<file path="src/rtl/rv32i_pkg.sv">
// Shared definitions for the RV32I fetch stage: FSM encoding, instruction constants
// and the redirect-target alignment helper.
package rv32i_pkg;

    typedef logic [1:0] state_t;

    localparam state_t ST_IDLE = 2'd0;
    localparam state_t ST_REQ  = 2'd1;
    localparam state_t ST_WAIT = 2'd2;
    localparam state_t ST_KILL = 2'd3;

    localparam logic [31:0] NOP_WORD    = 32'h0000_0013;
    localparam logic [31:0] INSTR_BYTES = 32'd4;

    // Instructions are word aligned, so the low two target bits are discarded.
    function automatic logic [31:0] align_target(input logic [31:0] addr);
        return {addr[31:2], 2'b00};
    endfunction

endpackage

</file>
<file path="src/rtl/fetch_ctrl_pc.sv">
// Program counter for the fetch stage: redirect priority (branch/JAL over JALR),
// sequential +4 advance on a delivered instruction, otherwise hold.
module fetch_ctrl_pc
    import rv32i_pkg::*;
#(
    parameter logic [31:0] RESET_VECTOR = 32'h0000_0000
) (
    input  logic        clk,
    input  logic        rst,
    input  logic        branch_jal,
    input  logic        jalr,
    input  logic [31:0] branch_jump_address,
    input  logic [31:0] jalr_address,
    input  logic        advance_i,
    output logic        redirect_o,
    output logic [31:0] pc_o
);

    logic [31:0] pc_q;
    logic [31:0] pc_d;
    logic [31:0] target_s;

    assign redirect_o = branch_jal | jalr;
    assign target_s   = align_target(branch_jal ? branch_jump_address : jalr_address);
    assign pc_o       = pc_q;

    // Next-pc selection; 32-bit addition wraps naturally at the top of memory.
    always_comb begin
        pc_d = pc_q;
        if (redirect_o) begin
            pc_d = target_s;
        end else if (advance_i) begin
            pc_d = pc_q + INSTR_BYTES;
        end else begin
            pc_d = pc_q;
        end
    end

    // PC register.
    always_ff @(posedge clk or negedge rst) begin
        if (!rst) begin
            pc_q <= RESET_VECTOR;
        end else begin
            pc_q <= pc_d;
        end
    end

endmodule

</file>
<file path="src/rtl/fetch_ctrl.sv">
// Fetch-stage controller: sequences one-outstanding imem fetches, applies redirects,
// holds on decode stall and drops responses of fetches made stale by a redirect.
module fetch_ctrl
    import rv32i_pkg::*;
#(
    parameter logic [31:0] RESET_VECTOR = 32'h0000_0000
) (
    input  logic        clk,
    input  logic        rst,
    input  logic        stall,
    input  logic        branch_jal,
    input  logic        jalr,
    input  logic [31:0] branch_jump_address,
    input  logic [31:0] jalr_address,
    output logic        imem_req,
    output logic [31:0] imem_addr,
    input  logic        imem_gnt,
    input  logic        imem_rvalid,
    input  logic [31:0] imem_rdata,
    output logic        instr_valid,
    output logic [31:0] instr_out,
    output logic [31:0] instr_pc,
    output logic        flush
);

    state_t      state_q;
    state_t      state_d;
    logic        redirect_s;
    logic        deliver_s;
    logic [31:0] pc_s;
    logic        instr_valid_q;
    logic        instr_valid_d;
    logic [31:0] instr_out_q;
    logic [31:0] instr_out_d;
    logic [31:0] instr_pc_q;
    logic [31:0] instr_pc_d;
    logic        flush_q;

    fetch_ctrl_pc #(
        .RESET_VECTOR(RESET_VECTOR)
    ) u_pc (
        .clk                 (clk),
        .rst                 (rst),
        .branch_jal          (branch_jal),
        .jalr                (jalr),
        .branch_jump_address (branch_jump_address),
        .jalr_address        (jalr_address),
        .advance_i           (deliver_s),
        .redirect_o          (redirect_s),
        .pc_o                (pc_s)
    );

    // A held, undelivered word blocks a new request so it cannot be overwritten.
    assign imem_req  = (state_q == ST_REQ) && !(instr_valid_q && stall);
    assign imem_addr = pc_s;
    assign deliver_s = (state_q == ST_WAIT) && imem_rvalid && !redirect_s;

    // Fetch sequencing.
    always_comb begin
        state_d = state_q;
        case (state_q)
            ST_IDLE: state_d = ST_REQ;
            ST_REQ: begin
                if (imem_req && imem_gnt) begin
                    state_d = redirect_s ? ST_KILL : ST_WAIT;
                end else begin
                    state_d = ST_REQ;
                end
            end
            ST_WAIT: begin
                if (imem_rvalid) begin
                    state_d = ST_REQ;
                end else if (redirect_s) begin
                    state_d = ST_KILL;
                end else begin
                    state_d = ST_WAIT;
                end
            end
            ST_KILL: begin
                if (imem_rvalid) begin
                    state_d = ST_REQ;
                end else begin
                    state_d = ST_KILL;
                end
            end
            default: state_d = ST_IDLE;
        endcase
    end

    // IF/ID output: redirect kills, delivery loads, consumption clears, stall holds.
    always_comb begin
        instr_valid_d = instr_valid_q;
        instr_out_d   = instr_out_q;
        instr_pc_d    = instr_pc_q;
        if (redirect_s) begin
            instr_valid_d = 1'b0;
        end else if (deliver_s) begin
            instr_valid_d = 1'b1;
            instr_out_d   = imem_rdata;
            instr_pc_d    = pc_s;
        end else if (instr_valid_q && !stall) begin
            instr_valid_d = 1'b0;
        end else begin
            instr_valid_d = instr_valid_q;
        end
    end

    // State and output registers.
    always_ff @(posedge clk or negedge rst) begin
        if (!rst) begin
            state_q       <= ST_IDLE;
            instr_valid_q <= 1'b0;
            instr_out_q   <= 32'h0000_0000;
            instr_pc_q    <= 32'h0000_0000;
            flush_q       <= 1'b0;
        end else begin
            state_q       <= state_d;
            instr_valid_q <= instr_valid_d;
            instr_out_q   <= instr_out_d;
            instr_pc_q    <= instr_pc_d;
            flush_q       <= redirect_s;
        end
    end

    assign instr_valid = instr_valid_q;
    assign instr_out   = instr_out_q;
    assign instr_pc    = instr_pc_q;
    assign flush       = flush_q;

endmodule
</file>
<file path="config.mk">
export PLATFORM = sky130hd
export DESIGN_NAME = fetch_ctrl
export DESIGN_NICKNAME = d
export VERILOG_FILES = /design/src/rtl/rv32i_pkg.sv /design/src/rtl/fetch_ctrl_pc.sv /design/src/rtl/fetch_ctrl.sv
export SDC_FILE = /design/constraint.sdc
export NUM_CORES = 1
export LEC_CHECK = 0
export ABC_CLOCK_PERIOD_IN_PS = 2570
export CAP_MARGIN = 30
export CELL_PAD_IN_SITES_DETAIL_PLACEMENT = 1
export CELL_PAD_IN_SITES_GLOBAL_PLACEMENT = 2
export CORE_MARGIN = 3
export CORE_UTILIZATION = 26
export CTS_CLUSTER_SIZE = 10
export DETAILED_ROUTE_END_ITERATION = 10
export PLACE_DENSITY_LB_ADDON = 0.1
export SYNTH_ARGS = -nofsm -noshare
export SYNTH_HDL_FRONTEND = slang
export SYNTH_SLANG_ARGS = --single-unit
</file>
<file path="constraint.sdc">
create_clock -name clk -period 2.57 [get_ports clk]
set_input_delay 0.514 -clock clk [delete_from_list [all_inputs] [get_ports clk]]
set_output_delay 0.514 -clock clk [all_outputs]
set_load 0.005 [all_outputs]
</file>
# After elaboration in Yosys (flattened, before gate mapping)
# Index checks and enable logic that the tools add are counted.
[totals] ff_bits=100 latch_bits=0 mem_bits_rw=0 rom_bits=0 input_bits=103 output_inout_bits=99 mem_count=0
[classes] addsub=1 mul=0 n_div=0 magnitude_cmp=0 n_eq_ne=3 shifts=0 muxes=11 n_bitwise=2 n_reduce_logical=13
[op_table] cell="$mux W32" n=3
[op_table] cell="$add A32 B3 Y32 const B" n=1
[op_table] cell="$pmux W2 S4" n=1
[op_table] cell="$logic_and A1 B1 Y1" n=6
[op_table] cell="$mux W2" n=3
[op_table] cell="$eq A2 B2 Y1 const B" n=2
[op_table] cell="$mux W1" n=4
[op_table] cell="$logic_not A1 Y1" n=3
[op_table] cell="$reduce_bool A3 Y1" n=1
[op_table] cell="$eq A2 B1 Y1 const B" n=1
[op_table] cell="$logic_not A2 Y1" n=1
[op_table] cell="$reduce_and A2 Y1" n=1
[op_table] cell="$reduce_bool A2 Y1" n=1
[op_table] cell="$not A1 Y1" n=1
[op_table] cell="$or A1 B1 Y1" n=1

# Depth between registers and ports, before layout
[logic_depth] word_depth=6 mapped_depth=8 ltp_nobuf=6

# Hierarchy
# From an unflattened synthesis, not the netlist that was laid out.
[unflattened] hier_cells=422 area_unflattened_um2=4921.0
[by_module_without_submodules] module="fetch_ctrl" n_inst=1 cells_per_inst=149 area_each_um2=2758.9
[by_module_without_submodules] module="fetch_ctrl_pc" n_inst=1 cells_per_inst=273 area_each_um2=2162.1

# Worst setup path after synthesis
# OpenSTA, ideal clock, no wires.
[synth_path] path_kind="input -> register" startpoint="input jalr" endpoint="register instr_pc_q[22], in the netlist instr_pc[22]" setup_time_ns=0.065 arrival_time_ns=1.663 setup_slack_ns=0.842 cell_stages=8 path_cell_list="clkbuf_1 > nor2_2 > inv_2 > nor2_1 > buf_2 > buf_2 > nand2_1 > nand2_1"
[synth_via] elab_chain_len=4
[synth_lines] element="start: declaration" line_no="fetch_ctrl.sv:12" text="input logic jalr,"
[synth_lines] element="$or A1 B1 Y1 *" line_no="fetch_ctrl_pc.sv:23" text="assign redirect_o = branch_jal | jalr;"
[synth_lines] element="named net redirect_s" line_no="fetch_ctrl.sv:28" text="logic redirect_s;"
[synth_lines] element="$logic_not A1 Y1" line_no="fetch_ctrl.sv:56" text="assign deliver_s = (state_q == ST_WAIT) && imem_rvalid && !redirect_s;"
[synth_lines] element="$logic_and A1 B1 Y1" line_no="fetch_ctrl.sv:56"
[synth_lines] element="$reduce_and A2 Y1 (no source line) *"
[synth_lines] element="end signal: assignment" line_no="fetch_ctrl.sv:120" text="instr_pc_q <= instr_pc_d;"
[synth_lines] element="end: declaration" line_no="fetch_ctrl.sv:35" text="logic [31:0] instr_pc_q;"
# Mark *: on every way through the listed nets, which the timed path passes. The rest lies on a longest branch.
# A chain may end at the register's enable or synchronous reset.

# Worst setup path in the final report
[layout_path] startpoint="input stall" endpoint="output imem_req"
[layout_via] elab_chain_len=3
[layout_lines] element="start: declaration" line_no="fetch_ctrl.sv:10" text="input logic stall,"
[layout_lines] element="$logic_and A1 B1 Y1" line_no="fetch_ctrl.sv:54" text="assign imem_req = (state_q == ST_REQ) && !(instr_valid_q && stall);"
[layout_lines] element="$logic_not A1 Y1" line_no="fetch_ctrl.sv:54"
[layout_lines] element="$logic_and A1 B1 Y1" line_no="fetch_ctrl.sv:54"
[layout_lines] element="end: declaration" line_no="fetch_ctrl.sv:15" text="output logic imem_req,"
# No other way between the ends.

==> results.cfg <==
[sta]
min_period_over_period = 0.862
fin_crit_ns = 2.21
relSlewSlack = 0.621
slew_violations = 0
fin_worst_skew_ns = 0.00736
setup_ws_ns = 0.355
finalHoldViolations = 0
finalSetupViolCount = 0
rsz0062_at_grt = no
fin_setup_tns_ns = 0
timing.fmax_ghz = 0.451
holdWs_ns = 0.204
tightest_slew_ns = 0.569

[detailed_routing]
drc = 0
route.final.wire_length_um = 16800
ant_nets = 0
drt_pre_antenna_iters = 4
dr.first_iter.drc_count = 200
viasPerCell = 4.73
vias = 4514
wl_per_cell_um = 17.6

[setup_path]
worst-path-max-fanout = 2
path_class = input pin to output port
slowest_stage = clkdlybuf4s50_1
crit_required_ns = 2.06
cp.arrival_ns = 1.70
slowest_delay_ns = 0.51
crit_path_end_kind = output port
cp-start-kind = input pin
path_cells = clkdlybuf4s50_1 -> nand2_1 -> and3b_1 -> clkdlybuf4s50_1
cp_top_family = buffers and inverters
cpMostUsedCell = clkdlybuf4s50_1
worst-path-buf-inv = 2

[logic_synthesis]
ys.flop_type = dfrtp_1
synth-compound-area-share = 0.0959
synth_top_family_by_area = simple AND/OR/NAND/NOR gates
synth-simple-area-share = 0.294
syn_area_mm2 = 0.00468
ys_seq_area_frac = 0.513
yosys_warnings = 0
synthMuxAreaShare = 0.00855
yosys.area.top_type = dfrtp_1
synth_xor_area_frac = 0.0430
synth.area.top_cells = dfrtp_1, nand2_1, xnor2_1, a21oi_1, a211oi_1
postSynth.asyncResetShare = 1.00
netlist.area_leader.share = 0.513
ys_types = 51
synth_common_cells = nand2_1, dfrtp_1, a21oi_1
yosysMostFrequentCell = nand2_1
syn_area_per_cell_um2 = 8.83
synth_adder_area_share = 0.00267
yosys_register_bits = 96
synth-edff-count = 0
synthCells = 530

[power]
powerDensity_mw_per_mm2 = 570
pwr-share-seq = 0.440
switching_share = 0.269
p_switching_mw = 1.12
vdd_ir_drop_max_uv = 312
power.internal_mw = 3.03
p_comb_frac = 0.222
p_clk_frac = 0.337
leakagePower_nw = 3.19
p_total_mw = 4.14

[placement]
post-place-ws_ns = 0.137
gp_congestion = 0.747
dp_hpwl_um = 12100
io_buffers = 193
dp.cells = 938

[grt]
grt_pass1_wl_um = 27200
antenna_found_initial = 0
grt-ovfl-total = 0
grt_usage = 0.174
grt_pass1_vias = 4930
grt_max_degree = 97

[clock_network]
cts.clk_slew.worst_paths_ns = 0.07
h-tree-depth = 3
cts_tree = yes
ctsHoldBuffers = 0
cts_setup_buffers = 0
cts.path.max_buffers = 2
cts-root-buf = clkbuf_16
cts_buffers = 9
worstSkewPairLatency_ns = 0.35
clock-sinks = 96
cts_resized = 0

[die]
start_util = 0.268
io_pins = 202
core_mm2 = 0.0175
die_area_mm2 = 0.0197
die_w_um = 140
rows = 48
die_h_um = 140

[final_layout]
final_layout_size_suffix_gt1_frac = 0.0754
stdcell_count = 954
nets = 828
multi_input_area_mm2 = 0.00211
area_growth_syn_to_layout_pct = 55.4
antenna_cells = 0
seqCellArea_mm2 = 0.00240
fillCellCount = 1978

[outcome]
status = finished clean

[run]
max_cap_viol_count = 0

[worst_hold_path]
holdCritPathClass = input pin to asynchronous set/reset pin
flip-flops by register name (all words and copies together), names as in the netlist:
name	cells
instr_pc	30
instr_valid	1
u_pc.pc_o	30
state_q	2
flush	1
instr_out	32
final cells by class:
class / count / share of cell area
inverter: 7 / 0.00361
sequential: 96 / 0.330
clock inverter: 4 / 0.00705
tap: 225 / 0.0387
clock buffer: 12 / 0.0339
timing repair buffer: 214 / 0.296
multi-input combinational: 396 / 0.290
cell families (layout without fill, tap and decap cells):
family	after synthesis	count (layout)
fa+ha+maj	1	1
compound gates	73	73
buf+inv	41	237
other cells	1	4
flops	96	96
mux	4	4
xor+xnor	23	23
simple gates	291	291
per-layer routing:
| metal | GRT usage | vias up | part of all wire |
|---|---|---|---|
| li1 | - | 2136 | - |
| met1 | 0.224 | 2233 | 0.45 |
| met2 | 0.290 | 131 | 0.48 |
| met3 | 0.0478 | 14 | 0.063 |
| met4 | 0.0469 | 0 | 0.012 |
| met5 | 0 | - | 0 |
layout by cell type, fill, tap and decap left out, drive strengths merged, types with 14 or more instances in the layout:
cell type      instances
nor2b                 16
nand3                 14
clkdlybuf4s50        191
a21oi                 24
a211oi                16
dfrtp                 96
nand2                207
buf                   23
o21ai                 19
xnor2                 19
power groups by stage:
stage / registers (mW) / logic, mW / clock network [mW]
2_1_floorplan: 1.85 / 0.274 / 0
3_3_place_gp: 1.85 / 0.920 / 0
3_5_place_dp: 1.86 / 0.938 / 0
4_1_cts: 1.83 / 0.944 / 1.45
5_1_grt: 1.86 / 1.02 / 1.52
6_report: 1.83 / 0.922 / 1.40
path summary, 6_finish.rpt:
path / startpoint / endpoint / slack, ns / cells after the start
hold reg to reg: instr_pc[17] / instr_pc[17] / 0.47 / 2
hold / removal: rst / instr_pc[2] / 0.20 / 2
setup reg to reg: u_pc.pc_o[16] / u_pc.pc_o[31] / 0.64 / 5
min in group clk: instr_pc[17] / instr_pc[17] / 0.47 / 2
setup / recovery: stall / imem_req / 0.36 / 4
max in group asynchronous: rst / u_pc.pc_o[24] / 1.91 / 2
per-stage QoR:
step | cell area [um2] | utilization
2_1_floorplan | 4690 | -
3_3_place_gp | 6980 | 0.399
3_5_place_dp | 6980 | 0.399
4_1_cts | 7280 | 0.416
5_1_grt | 7280 | 0.416
6_report | 7280 | 0.416
Power figures use the tool's default switching activity.
